**src/rtl/bram_loader.sv**
```systemverilog
// Boot loader: parses a two-word header from a valid/ready word stream, writes the
// data and instruction images into their BRAMs, then releases the core.
module bram_loader #(
  parameter int unsigned DEPTH_WORDS = 256
) (
  input  logic        clk,
  input  logic        rst,
  input  logic        start,
  input  logic        s_valid,
  input  logic [31:0] s_data,
  output logic        s_ready,
  output logic [9:0]  d_w_addr,
  output logic [31:0] d_w_dat,
  output logic        d_w_enb,
  output logic [9:0]  i_w_addr,
  output logic [31:0] i_w_dat,
  output logic        i_w_enb,
  output logic        d_bram_init_done,
  output logic        pc_stall,
  output logic        i_r_enb,
  output logic        rd_enbl,
  output logic        done,
  output logic        error
);

  localparam int unsigned IDX_W = 8;
  localparam int unsigned CNT_W = 9;

  typedef enum logic [2:0] {
    IDLE, HDR_I, HDR_D, LOAD_D, LOAD_I, DRAIN, RUN, ERR
  } state_t;

  state_t             state;
  state_t             state_next;
  logic [31:0]        n_i;
  logic [CNT_W-1:0]   n_d;
  logic [IDX_W-1:0]   idx;
  logic [CNT_W-1:0]   idx_cnt;
  logic               accept;
  logic               last_d;
  logic               last_i;
  logic               hdr_bad;
  logic               run_next;

  // Next-state decode; header limits are checked on the full 32-bit words.
  always_comb begin
    state_next = state;
    accept     = s_valid && s_ready;
    idx_cnt    = CNT_W'(idx) + CNT_W'(1);
    last_d     = (idx_cnt == n_d);
    last_i     = (idx_cnt == CNT_W'(n_i));
    hdr_bad    = (n_i > 32'(DEPTH_WORDS)) || (s_data > 32'(DEPTH_WORDS));
    case (state)
      IDLE:    if (start) state_next = HDR_I;
      HDR_I:   if (accept) state_next = HDR_D;
      HDR_D: begin
        if (accept) begin
          if (hdr_bad)            state_next = ERR;
          else if (s_data != '0)  state_next = LOAD_D;
          else if (n_i != '0)     state_next = LOAD_I;
          else                    state_next = DRAIN;
        end
      end
      LOAD_D:  if (accept && last_d) state_next = (n_i != '0) ? LOAD_I : DRAIN;
      LOAD_I:  if (accept && last_i) state_next = DRAIN;
      DRAIN:   state_next = RUN;
      RUN:     if (start) state_next = HDR_I;
      ERR:     state_next = ERR;
      default: state_next = IDLE;
    endcase
    // Core-facing run outputs trail RUN entry by one edge so the core sees a drain cycle.
    run_next = (state == RUN) && (state_next == RUN);
  end

  // State register.
  always_ff @(posedge clk) begin
    if (!rst) state <= IDLE;
    else      state <= state_next;
  end

  // Header capture and word index; index restarts at each load section.
  always_ff @(posedge clk) begin
    if (!rst) begin
      n_i <= '0;
      n_d <= '0;
      idx <= '0;
    end else begin
      if (state == HDR_I && accept) n_i <= s_data;
      if (state == HDR_D && accept) n_d <= CNT_W'(s_data);
      if (state_next != state && (state_next == LOAD_D || state_next == LOAD_I))
        idx <= '0;
      else if (accept && (state == LOAD_D || state == LOAD_I))
        idx <= idx + IDX_W'(1);
    end
  end

  // BRAM write ports: one registered strobe per accepted image word.
  always_ff @(posedge clk) begin
    if (!rst) begin
      d_w_enb  <= 1'b0;
      d_w_addr <= '0;
      d_w_dat  <= '0;
      i_w_enb  <= 1'b0;
      i_w_addr <= '0;
      i_w_dat  <= '0;
    end else begin
      d_w_enb <= accept && (state == LOAD_D);
      i_w_enb <= accept && (state == LOAD_I);
      if (accept && state == LOAD_D) begin
        d_w_addr <= {idx, 2'b00};
        d_w_dat  <= s_data;
      end
      if (accept && state == LOAD_I) begin
        i_w_addr <= {idx, 2'b00};
        i_w_dat  <= s_data;
      end
    end
  end

  // Status outputs, registered from the upcoming state.
  always_ff @(posedge clk) begin
    if (!rst) begin
      s_ready          <= 1'b0;
      d_bram_init_done <= 1'b0;
      pc_stall         <= 1'b1;
      i_r_enb          <= 1'b0;
      rd_enbl          <= 1'b0;
      done             <= 1'b0;
      error            <= 1'b0;
    end else begin
      s_ready  <= (state_next == HDR_I) || (state_next == HDR_D) ||
                  (state_next == LOAD_D) || (state_next == LOAD_I);
      error    <= (state_next == ERR);
      pc_stall <= !run_next;
      i_r_enb  <= run_next;
      rd_enbl  <= run_next;
      done     <= run_next;
      if (state_next == HDR_I)
        d_bram_init_done <= 1'b0;
      else if ((state == HDR_D || state == LOAD_D) &&
               (state_next == LOAD_I || state_next == DRAIN))
        d_bram_init_done <= 1'b1;
    end
  end

endmodule
```
**config.mk**
```make
export PLATFORM = sky130hd
export DESIGN_NAME = bram_loader
export DESIGN_NICKNAME = d
export VERILOG_FILES = /design/src/rtl/bram_loader.sv
export SDC_FILE = /design/constraint.sdc
export NUM_CORES = 1
export LEC_CHECK = 0
export CORE_MARGIN = 1
export CORE_UTILIZATION = 36
export DETAILED_ROUTE_END_ITERATION = 7
export PLACE_DENSITY = 0.64
export SETUP_SLACK_MARGIN = 0.15
export SLEW_MARGIN = 15
export SYNTH_ARGS = -nofsm -noshare
export SYNTH_HDL_FRONTEND = slang
export SYNTH_SLANG_ARGS = --single-unit
```
**constraint.sdc**
```tcl
create_clock -name clk -period 5.3 [get_ports clk]
set_clock_uncertainty 0.2 [all_clocks]
set_input_delay 1.59 -clock clk [delete_from_list [all_inputs] [get_ports clk]]
set_output_delay 1.59 -clock clk [all_outputs]
set_load 0.005 [all_outputs]
```
==> results_dict.tcl <==
set metrics [dict create \
    status "finished clean" \
    path_max_fanout 8 \
    synth_top_family_by_area "simple AND/OR/NAND/NOR gates" \
    regArea_sq_um 2780 \
    grt.overflow.total 0 \
    path_class "in2reg" \
    max_freq_mhz 246 \
    critPathArrivalTime_ps 4140 \
    drtIter0Drc 285 \
    synth-simple-area-share_pct 25.0 \
    insertion_delay_ps 420 \
    drtAntennaViolNets 0 \
    grt_max_degree 106 \
    synthesis.area_sq_um 6190 \
    worst_pin_slew_ps 899 \
    grt_pass1_vias 5084 \
    synthTopCellsByArea "dfxtp_1 45%, nand2_1 15%, a21boi_0 14%, clkbuf_1 2.5%, xnor2_1 2.1%" \
    synth_xor_area_share_pct 2.83 \
    grt_pass1_wl_um 27000 \
    final_common_cell "nand2_1" \
    synthAdderAreaFrac_pct 0.202 \
    fin_setup_tns_ps 0 \
    final_cell_mix "255 x nand2_1, 139 x dfxtp_1, 123 x clkdlybuf4s50_1, 114 x a21boi_0, 17 x clkbuf_16" \
    multi_input_area_sq_um 3120 \
    start_kind "input port" \
    drive_above_1_share_pct 6.29 \
    fin_total_pwr_w 0.00234 \
    min_path_type "reg2reg" \
    dpl.hpwl_um 11400 \
    seqPwrFrac_pct 45.7 \
    rsz0062_at_grt "no" \
    syn2layout_area_growth_pct 30.1 \
    cellInternalPower_w 0.00181 \
    diodes 0 \
    gp_congestion 0.841 \
    path_cells "clkdlybuf4s50_1, nor4_1, nand4_1, nor4_2, a2111oi_1, a211o_1, nor3_4, a211oi_1" \
    hold_buffers 0 \
    peakVddDrop_v 0.000222 \
    grt.total_usage_pct 19.5 \
    yosysUniqueCellTypes 64 \
    cts_setup_buffers 0 \
    clkTransAtPathRegs_ps 60 \
    drcViolationCount 0 \
    min_period_ps 4060 \
    die_y_um 133 \
    drv_slew 0 \
    dr.pass1.iters 4 \
    hold_violations 0 \
    critPathMaxStageDelay_ps 480 \
    synth.top_cell.area_share_pct 44.9 \
    p_clk_share_pct 48.3 \
    num_vias 5322 \
    pin_count 129 \
    preCtsSetupSlack_ps 745 \
    die_w_um 133 \
    synthMuxAreaShare_pct 1.80 \
    fp-row-count 47 \
    coreArea_sq_um 16700 \
    synth_top_area_cell "dfxtp_1" \
    cp.required_ps 5370 \
    cts_tree "yes" \
    wire_per_inst_um 15.5 \
    clock-sinks 139 \
    cts_resized 0 \
    synthArstFlopShare_pct 0 \
    timing.slew.headroom_pct 40.1 \
    cap_viol_max_count 0 \
    cts.path.max_buffers 2 \
    endpoint_kind "flip-flop" \
    ys_ff_latch 139 \
    ctsRootBufferMaster "clkbuf_16" \
    layout.nets 882 \
    p_switching_w 0.000526 \
    yosysSeqAreaShare_pct 44.9 \
    ys.flop_type "dfxtp_1" \
    ys_warn_count 0 \
    swShare_pct 22.5 \
    port_buffers 124 \
    antenna_found_initial 0 \
    dieArea_sq_um 17700 \
    initial_core_util_pct 37.1 \
    postSynthCellCount 751 \
    cts_made_buffers 17 \
    setup_viol 0 \
    power_density_nw_per_um2 290 \
    rrSetupSlack_ps 2100 \
    power_frac_comb_pct 6.0 \
    fillers 1650 \
    drt_wl_total_um 16700 \
    avgViaCountPerCell 4.94 \
    period_share_pct 76.7 \
    synth_edf_count 0 \
    slowest_stage "nor4_1" \
    cts_htree_levels 4 \
    finalWorstSetupSlack_ps 1240 \
    syn_area_per_cell_sq_um 8.25 \
    cellLeakagePower_nw 2.62 \
    synth_compound_area_share_pct 20.1 \
]
-- power groups by stage --
| stage | sequential, W | clock (W) | combinational (W) |
|---|---|---|---|
| 6_report | 0.00107 | 0.00113 | 0.000140 |
| 5_1_grt | 0.00107 | 0.00120 | 0.000153 |
| 4_1_cts | 0.00107 | 0.00115 | 0.000142 |
| 3_3_place_gp | 0.00109 | 0 | 0.000141 |
| 3_5_place_dp | 0.00109 | 0 | 0.000141 |
| 2_1_floorplan | 0.00108 | 0 | 0.0000807 |
-- metal layers --
layer  vias up  GRT usage, %  wire [um]
li1       2708             -          -
met5         -             0          0
met2       121          32.4       7970
met3        20          6.01        870
met4         0          6.44        289
met1      2473          23.9       7620
-- flip-flops by register name (all words and copies together) (netlist names) --
signal / count
d_w_dat: 32
i_w_dat: 32
n_i: 32
n_d: 9
d_w_addr: 8
i_w_addr: 8
idx: 8
state: 3
d_bram_init_done: 1
d_w_enb: 1
done: 1
error: 1
i_w_enb: 1
pc_stall: 1
s_ready: 1
-- worst max-delay path: cells and delay by family --
family / cells / cell delay, ps
buffers and inverters: 1 / 470
AOI/OAI and AO/OA: 3 / 660
and+or+nand+nor: 4 / 1420
-- synth_stat cells (3+ instances only) --
cell	count
inv_1	5
buf_2	6
and2_1	4
nand4_1	6
xnor2_1	15
buf_4	8
a21oi_1	11
nand2b_1	3
o21ai_0	8
nor2_1	10
nor2b_1	14
nand2_1	255
xor2_1	5
a211oi_1	10
dfxtp_1	139
clkbuf_1	41
and3_1	5
nor4_1	16
a21boi_0	114
nor3_1	6
a31oi_1	3
nand3_1	9
buf_6	3
mux2i_1	10
-- cell type report --
class / count / share of cell area [%]
Clock inverter: 7 / 0.792
Inverter: 6 / 0.279
Tap cell: 220 / 3.41
Timing Repair Buffer: 132 / 16.1
Clock buffer: 25 / 6.15
Multi-Input combinational cell: 549 / 38.7
Sequential cell: 139 / 34.5
-- through the flow --
step	utilization [%]	hold slack (ps)	instance area, sq um	cells
2_1_floorplan	-	243	6210	754
3_3_place_gp	44.9	252	7500	1046
3_5_place_dp	44.9	258	7500	1046
4_1_cts	48.3	266	8060	1078
5_1_grt	48.3	280	8060	1078
6_report	48.3	261	8060	1078
-- cell families after synthesis --
logic type | Yosys count
other | 1
AO/OA/AOI/OAI | 169
multiplexers | 11
XOR/XNOR | 20
buffers and inverters | 66
AND/OR/NAND/NOR | 344
flip-flops | 139
adder cells (fa/ha/maj) | 1
-- path summary, 6_finish.rpt --
| kind | startpoint | to | cells past startpoint |
|---|---|---|---|
| max | s_data[10] | idx[3] | 8 |
| min | d_w_addr[7] | d_w_addr[7] | 2 |
| max reg2reg | idx[0] | idx[3] | 8 |
| min reg2reg | d_w_addr[7] | d_w_addr[7] | 2 |
Note: power is estimated with default switching activity, not from simulation.
